File: config.mk
export PLATFORM = sky130hd
export DESIGN_NAME = hazard_fwd_ctrl
export DESIGN_NICKNAME = d
export VERILOG_FILES = /design/src/rtl/hazard_fwd_ctrl.sv
export SDC_FILE = /design/constraint.sdc
export NUM_CORES = 1
export LEC_CHECK = 0
export BUFFER_PORTS_ARGS = -buffer_cell sky130_fd_sc_hd__buf_2
export CAP_MARGIN = 20
export CORE_MARGIN = 5
export CORE_UTILIZATION = 40
export DETAILED_ROUTE_END_ITERATION = 6
export GPL_TIMING_DRIVEN = 0
export PLACE_DENSITY = 0.69
export SYNTH_ARGS = -nofsm -noshare
export SYNTH_HDL_FRONTEND = slang
export SYNTH_SLANG_ARGS = --single-unit
File: constraint.sdc
create_clock -name clk -period 2.7 [get_ports clk]
set_input_delay 0.81 -clock clk [delete_from_list [all_inputs] [get_ports clk]]
set_output_delay 0.81 -clock clk [all_outputs]
set_load 0.02 [all_outputs]
File: src/rtl/hazard_fwd_ctrl.sv
// Purpose: tracks EX/MEM/WB destinations and drives the EX forwarding selects, load-use stall and branch flush.
// Latency: selects, stall and flush are combinational; shadow state advances on each unfrozen clk edge.
// Backpressure: ext_stall freezes all tracking and masks stall/flush; HAZARD_PERF_CNT_EN adds stall/flush counters.
module hazard_fwd_ctrl #(
    parameter int REG_AW = 5,
    parameter int CNT_W  = 32
) (
    input  logic              clk,
    input  logic              rst_n,
    input  logic [REG_AW-1:0] id_rs1,
    input  logic [REG_AW-1:0] id_rs2,
    input  logic [REG_AW-1:0] id_rd,
    input  logic              id_reg_write,
    input  logic              id_mem_read,
    input  logic              ex_branch_taken,
    input  logic              ext_stall,
    output logic [1:0]        fwd_a_sel,
    output logic [1:0]        fwd_b_sel,
    output logic              stall_pc,
    output logic              stall_ifid,
    output logic              flush_ifid,
    output logic              flush_idex,
    output logic [CNT_W-1:0]  stall_cycles,
    output logic [CNT_W-1:0]  flush_events
);

    // Shadow copies of the instruction in each downstream stage
    logic [REG_AW-1:0] ex_rs1_q, ex_rs1_d;
    logic [REG_AW-1:0] ex_rs2_q, ex_rs2_d;
    logic [REG_AW-1:0] ex_rd_q,  ex_rd_d;
    logic              ex_rw_q,  ex_rw_d;
    logic              ex_mr_q,  ex_mr_d;
    logic [REG_AW-1:0] mem_rd_q, mem_rd_d;
    logic              mem_rw_q, mem_rw_d;
    logic [REG_AW-1:0] wb_rd_q,  wb_rd_d;
    logic              wb_rw_q,  wb_rw_d;

    logic load_use;
    logic active;
    logic stall_now;
    logic flush_now;

    // Forward selects: the youngest producer (MEM) wins over WB; x0 never forwards
    always_comb begin
        fwd_a_sel = 2'b00;
        fwd_b_sel = 2'b00;
        if (mem_rw_q && (mem_rd_q != '0) && (mem_rd_q == ex_rs1_q)) begin
            fwd_a_sel = 2'b10;
        end else if (wb_rw_q && (wb_rd_q != '0) && (wb_rd_q == ex_rs1_q)) begin
            fwd_a_sel = 2'b01;
        end
        if (mem_rw_q && (mem_rd_q != '0) && (mem_rd_q == ex_rs2_q)) begin
            fwd_b_sel = 2'b10;
        end else if (wb_rw_q && (wb_rd_q != '0) && (wb_rd_q == ex_rs2_q)) begin
            fwd_b_sel = 2'b01;
        end
    end

    // Hazard detection: a taken branch discards the dependent anyway, so it masks load-use;
    // a frozen pipeline or reset masks both
    always_comb begin
        load_use   = ex_mr_q && (ex_rd_q != '0) && ((ex_rd_q == id_rs1) || (ex_rd_q == id_rs2));
        active     = rst_n && !ext_stall;
        flush_now  = active && ex_branch_taken;
        stall_now  = active && load_use && !ex_branch_taken;
        stall_pc   = stall_now;
        stall_ifid = stall_now;
        flush_ifid = flush_now;
        flush_idex = flush_now || stall_now;
    end

    // Next shadow state: shift one stage per unfrozen cycle, inserting a bubble into EX on flush/stall
    always_comb begin
        ex_rs1_d = ex_rs1_q;
        ex_rs2_d = ex_rs2_q;
        ex_rd_d  = ex_rd_q;
        ex_rw_d  = ex_rw_q;
        ex_mr_d  = ex_mr_q;
        mem_rd_d = mem_rd_q;
        mem_rw_d = mem_rw_q;
        wb_rd_d  = wb_rd_q;
        wb_rw_d  = wb_rw_q;
        if (!ext_stall) begin
            wb_rd_d  = mem_rd_q;
            wb_rw_d  = mem_rw_q;
            mem_rd_d = ex_rd_q;
            mem_rw_d = ex_rw_q;
            if (flush_idex) begin
                ex_rs1_d = '0;
                ex_rs2_d = '0;
                ex_rd_d  = '0;
                ex_rw_d  = 1'b0;
                ex_mr_d  = 1'b0;
            end else begin
                ex_rs1_d = id_rs1;
                ex_rs2_d = id_rs2;
                ex_rd_d  = id_rd;
                ex_rw_d  = id_reg_write;
                ex_mr_d  = id_mem_read;
            end
        end
    end

    // Shadow state registers; reset drops every in-flight entry
    always_ff @(posedge clk or negedge rst_n) begin
        if (!rst_n) begin
            ex_rs1_q <= '0;
            ex_rs2_q <= '0;
            ex_rd_q  <= '0;
            ex_rw_q  <= 1'b0;
            ex_mr_q  <= 1'b0;
            mem_rd_q <= '0;
            mem_rw_q <= 1'b0;
            wb_rd_q  <= '0;
            wb_rw_q  <= 1'b0;
        end else begin
            ex_rs1_q <= ex_rs1_d;
            ex_rs2_q <= ex_rs2_d;
            ex_rd_q  <= ex_rd_d;
            ex_rw_q  <= ex_rw_d;
            ex_mr_q  <= ex_mr_d;
            mem_rd_q <= mem_rd_d;
            mem_rw_q <= mem_rw_d;
            wb_rd_q  <= wb_rd_d;
            wb_rw_q  <= wb_rw_d;
        end
    end

`ifdef HAZARD_PERF_CNT_EN
    logic [CNT_W-1:0] stall_cnt_q, stall_cnt_d;
    logic [CNT_W-1:0] flush_cnt_q, flush_cnt_d;

    // Saturating event counters; stall_now/flush_now are already zero while frozen
    always_comb begin
        stall_cnt_d = stall_cnt_q;
        flush_cnt_d = flush_cnt_q;
        if (stall_now && (stall_cnt_q != '1)) begin
            stall_cnt_d = stall_cnt_q + CNT_W'(1);
        end
        if (flush_now && (flush_cnt_q != '1)) begin
            flush_cnt_d = flush_cnt_q + CNT_W'(1);
        end
    end

    // Counter registers
    always_ff @(posedge clk or negedge rst_n) begin
        if (!rst_n) begin
            stall_cnt_q <= '0;
            flush_cnt_q <= '0;
        end else begin
            stall_cnt_q <= stall_cnt_d;
            flush_cnt_q <= flush_cnt_d;
        end
    end

    assign stall_cycles = stall_cnt_q;
    assign flush_events = flush_cnt_q;
`else
    assign stall_cycles = '0;
    assign flush_events = '0;
`endif

endmodule

Yosys cells after proc, flatten, opt, wreduce, memory -nomap -nowiden
Cells that the tools add are included.
Widths: inputs -> output; s select.

word-level totals
  output and inout bits = 72
  register bits = 29
  bits of input ports = 21
  logic and storage cells = 43

operators by class
  reductions and logical operators = 19
  eq/ne operators = 6
  mux-type cells = 9

operators with widths
  cell               number
  $eq 5x5->1         6
  $mux 5             3
  $reduce_bool 5->1  3
  $logic_and 1x1->1  12
  $mux 1             4
  $mux 2             2
  $logic_not 1->1    2
  $logic_or 1x1->1   2

Logic depth before layout (Yosys ltp)
  depth in word-level cells = 7
  depth in mapped cells = 7
  depth with buffers taken out = 4

Worst setup path after synthesis
OpenSTA, ideal clock, no wires.

  path type = input to output
  start point = input port id_rs2[1]
  end point = output port stall_pc
  stages on the path = 6
  data required time = 1.890 ns
  buffers on the path = 2
  slack = -0.182 ns
  arrival time = 2.072 ns
  cells stage by stage = xor2_1 nor3_1 a22oi_2 buf_2 nor2_1 buf_4

on the way
  cells in the longest elaborated chain, start to end = 5

RTL lines
  element                          line  RTL
  start, declared                  11    input logic [REG_AW-1:0] id_rs2,
  $eq 5x5->1                       62    load_use = ex_mr_q && (ex_rd_q != '0) && ((ex_rd_q == id_rs1) || (ex_rd_q == id_rs2));
  $logic_or 1x1->1                 62
  $logic_and 1x1->1                62
  $logic_and 1x1->1 (2 in series)  65    stall_now = active && load_use && !ex_branch_taken;
  end, declared                    19    output logic stall_pc,

No other way between the ends.

Worst setup path after layout
  start point = register mem_rd_q[1]
  end point = output port fwd_a_sel[0]

on the way
  cells in the longest elaborated chain, start to end = 4
  elaborated cells between the ends (all ways) = 5
  those cells by class = eq/ne (1); mux (1); reduce/logical (3)

RTL lines
  element                 line  RTL
  start, declared         33    logic [REG_AW-1:0] mem_rd_q, mem_rd_d;
  start signal, assigned  122   mem_rd_q <= mem_rd_d;
  $reduce_bool 5->1       47    if (mem_rw_q && (mem_rd_q != '0) && (mem_rd_q == ex_rs1_q)) begin
  $logic_and 1x1->1       47
  $logic_and 1x1->1 (*)   47
  $mux 2 (*)              47
  end, declared           17    output logic [1:0] fwd_a_sel,

Every way passes the cells marked *; elsewhere a longest branch is shown, timed or not.

==> results.py <==
metrics = {
    "detailed_routing": {
        "wl_per_cell_um": 12.3,
        "vias": 1710,
        "drtIter0Drc": 46,
        "wl_um": 5070,
        "viasPerCell": 4.15,
        "drc_errors": 0,
        "first_pass_iters": 4,
        "ant_nets": 0,
    },
    "clock_network": {
        "cts-hold-fix-buffers": 0,
        "clk_path_buf_depth": 2,
        "cts_buffers": 5,
        "cts_root_buffer": "clkbuf_8",
        "clk_latency_ns": 0.28,
        "htreeDepth": 2,
        "path_clk_slew_ns": 0.06,
        "cts_tree": "built",
        "cts.sinks": 29,
    },
    "grt": {
        "grt_pass1_wl_um": 8180,
        "track_usage_pct": 13.9,
        "grt_pass1_vias": 1707,
        "gr-total-overflow": 0,
        "grt_max_degree": 32,
        "antenna_found_initial": 0,
    },
    "sta": {
        "slew-limit-headroom_pct": 65.9,
        "period_share_pct": 102,
        "worstMarginPinSlew_ns": 0.506,
        "max_freq_ghz": 0.364,
        "maxSlewViolCount": 0,
        "hold_viol_final": 0,
        "fin_skew_ns": 0.00382,
        "fin_crit_ns": 2.75,
        "worst_slack_ns": -0.0491,
        "rsz0062_at_grt": "true",
        "setup_viol": 1,
    },
    "floorplan": {
        "die_area_um2": 7240,
        "die_w_um": 85.1,
        "initial_core_util_pct": 40.9,
        "rows": 27,
        "die_h_um": 85.1,
        "core-area_um2": 5510,
        "pin_count": 93,
    },
    "critical_path": {
        "worstPathRequired_ns": 1.89,
        "crit_type": "flop to output port",
        "rrSetupSlack_ns": 0.93,
        "worst_ep_arrival_time_ns": 1.94,
        "startpoint_type": "flop",
        "critPathCaptureType": "output port",
        "cp_max_fo": 2,
    },
    "placed_design": {
        "portBuffers": 28,
        "dp_hpwl_um": 3660,
        "routabilityCongestion": 0.842,
        "postPlaceCellArea_um2": 2740,
        "dp_cells": 384,
    },
    "yosys": {
        "synth_cell_type_count": 26,
        "postSynthCellCount": 221,
        "synth_area_per_cell_um2": 10.2,
        "syn_area_um2": 2250,
        "ys_seq_area_share_pct": 32.2,
        "ys_seq_elements": 29,
        "synth_warnings": 0,
    },
    "cells_and_area": {
        "nets": 360,
        "area_growth_pct": 36.3,
        "n_antenna_cell": 0,
        "final_layout_size_suffix_gt1_share_pct": 49.7,
        "n_fill_cell": 508,
        "fin_area_um2": 3070,
        "postLayoutCoreUtil_pct": 55.8,
        "fin_cells": 412,
    },
    "outcome": {
        "failed_checks": "setup timing",
        "outcome": "finished with violations",
    },
    "power": {
        "power.total_mw": 1.54,
        "power.leakage_nw": 1.61,
        "p_per_area_nw_per_um2": 502,
        "irDropWorstVdd_mv": 0.402,
    },
    "run": {
        "maxCapViolCount": 0,
    },
    "worst_hold_path": {
        "min_path_type": "primary input to async pin",
    },
}
-- cells in the final DEF, fill, tap and decap left out --
cell type	n
mux2_2	12
clkbuf_2	1
nand3_1	2
nor2_1	2
xor2_2	4
xnor2_1	6
buf_12	1
xor2_1	20
a22o_2	9
or4_1	3
clkbuf_8	5
o21ai_4	2
or4_4	2
a22o_1	8
nor4_2	3
buf_6	1
clkbuf_4	1
o21ai_0	1
clkinv_2	2
clkbuf_1	1
conb_1	64
nor3b_1	17
nor4_1	1
buf_8	1
and4bb_2	1
buf_2	28
a22oi_2	1
nor3_2	2
dfrtp_2	3
a21o_1	17
o21bai_1	1
and3b_1	1
buf_4	89
dfrtp_1	26
buf_1	1
nor2_4	1
-- cell usage after synthesis, drive strengths merged --
library cell | number | area (um2)
o21ai | 3 | 26.3
or4 | 5 | 41.3
a21o | 17 | 128
mux2 | 12 | 135
nor3b | 17 | 128
a22oi | 1 | 12.5
nor2 | 3 | 11.3
clkbuf | 2 | 10.0
nand3 | 2 | 10.0
and3b | 1 | 8.76
and4bb | 1 | 12.5
nor4 | 4 | 25.0
xnor2 | 6 | 52.6
xor2 | 24 | 210
buf | 73 | 537
conb | 1 | 3.75
a22o | 17 | 160
o21bai | 1 | 7.51
nor3 | 2 | 10.0
dfrtp | 29 | 726
-- final cells by class --
cell class                 instances  area (um2)  share of cell area, %
sequential                        29         729                   23.7
multi-input combinational        180        1300                   42.3
tap                               72        90.1                   2.93
clock inverter                     2        10.0                  0.326
clock buffer                       6        72.6                   2.36
timing repair buffer              51         339                   11.0
buffer                            72         532                   17.3
-- layer usage --
metal	global-route usage, %	wire, um
met1	16.7	2030
met2	23.9	2540
met3	3.30	436
met4	5.32	74
met5	0	0
-- registers in the layout, indices dropped and copies added (netlist names) --
| register | flops |
|---|---|
| ex_rd_q | 5 |
| ex_rs1_q | 5 |
| ex_rs2_q | 5 |
| mem_rd_q | 5 |
| wb_rd_q | 5 |
| ex_mr_q | 1 |
| ex_rw_q | 1 |
| mem_rw_q | 1 |
| wb_rw_q | 1 |
-- path summary, 6_finish.rpt --
path	start	end	cells past startpoint
setup reg to reg	ex_rd_q[4]	ex_rs1_q[1]	7
setup / recovery	mem_rd_q[1]	fwd_a_sel[0]	5
min in group clk	ex_rw_q	mem_rw_q	1
max in group asynchronous	rst_n	ex_rd_q[0]	1
hold / removal	rst_n	ex_mr_q	1
hold reg to reg	ex_rw_q	mem_rw_q	1
-- logic make-up after synthesis --
group	share of synthesized area, %
muxes	5.99
other	0.166
xor gates and xnor gates	11.7
and+or+nand+nor	10.9
AOI/OAI and AO/OA	14.8
buffers and inverters	24.3
DFF	32.2
-- metrics by stage --
step	hold WS [ns]	setup WS, ns	TNS [ns]
6_report	0.343	-0.0491	-0.0491
5_1_grt	0.350	-0.106	-0.159
4_1_cts	0.370	-0.0296	-0.0575
3_5_place_dp	0.531	-0.522	-1.82
3_3_place_gp	0.507	-0.492	-1.76
2_1_floorplan	0.473	-0.0660	-0.0660
-- power breakdown --
group	internal (mW)	switching, mW
sequential	0.510	0.0840
combinational	0.316	0.292
clock	0.178	0.164
total	1.00	0.539
-- critical path: stages, from the launching register on --
cell and delay, ns:
dfrtp_1 0.38, or4_4 0.56, o21ai_4 0.17, nor4_2 0.08, nor4_2 0.29, buf_4 0.19
-- timing repair --
action	CTS	global route
endpoints found under the setup margin	6	6
buffers inserted	17	6
resized for setup	16	10
pin swaps	4	8
(Power assumes the default switching activity.)
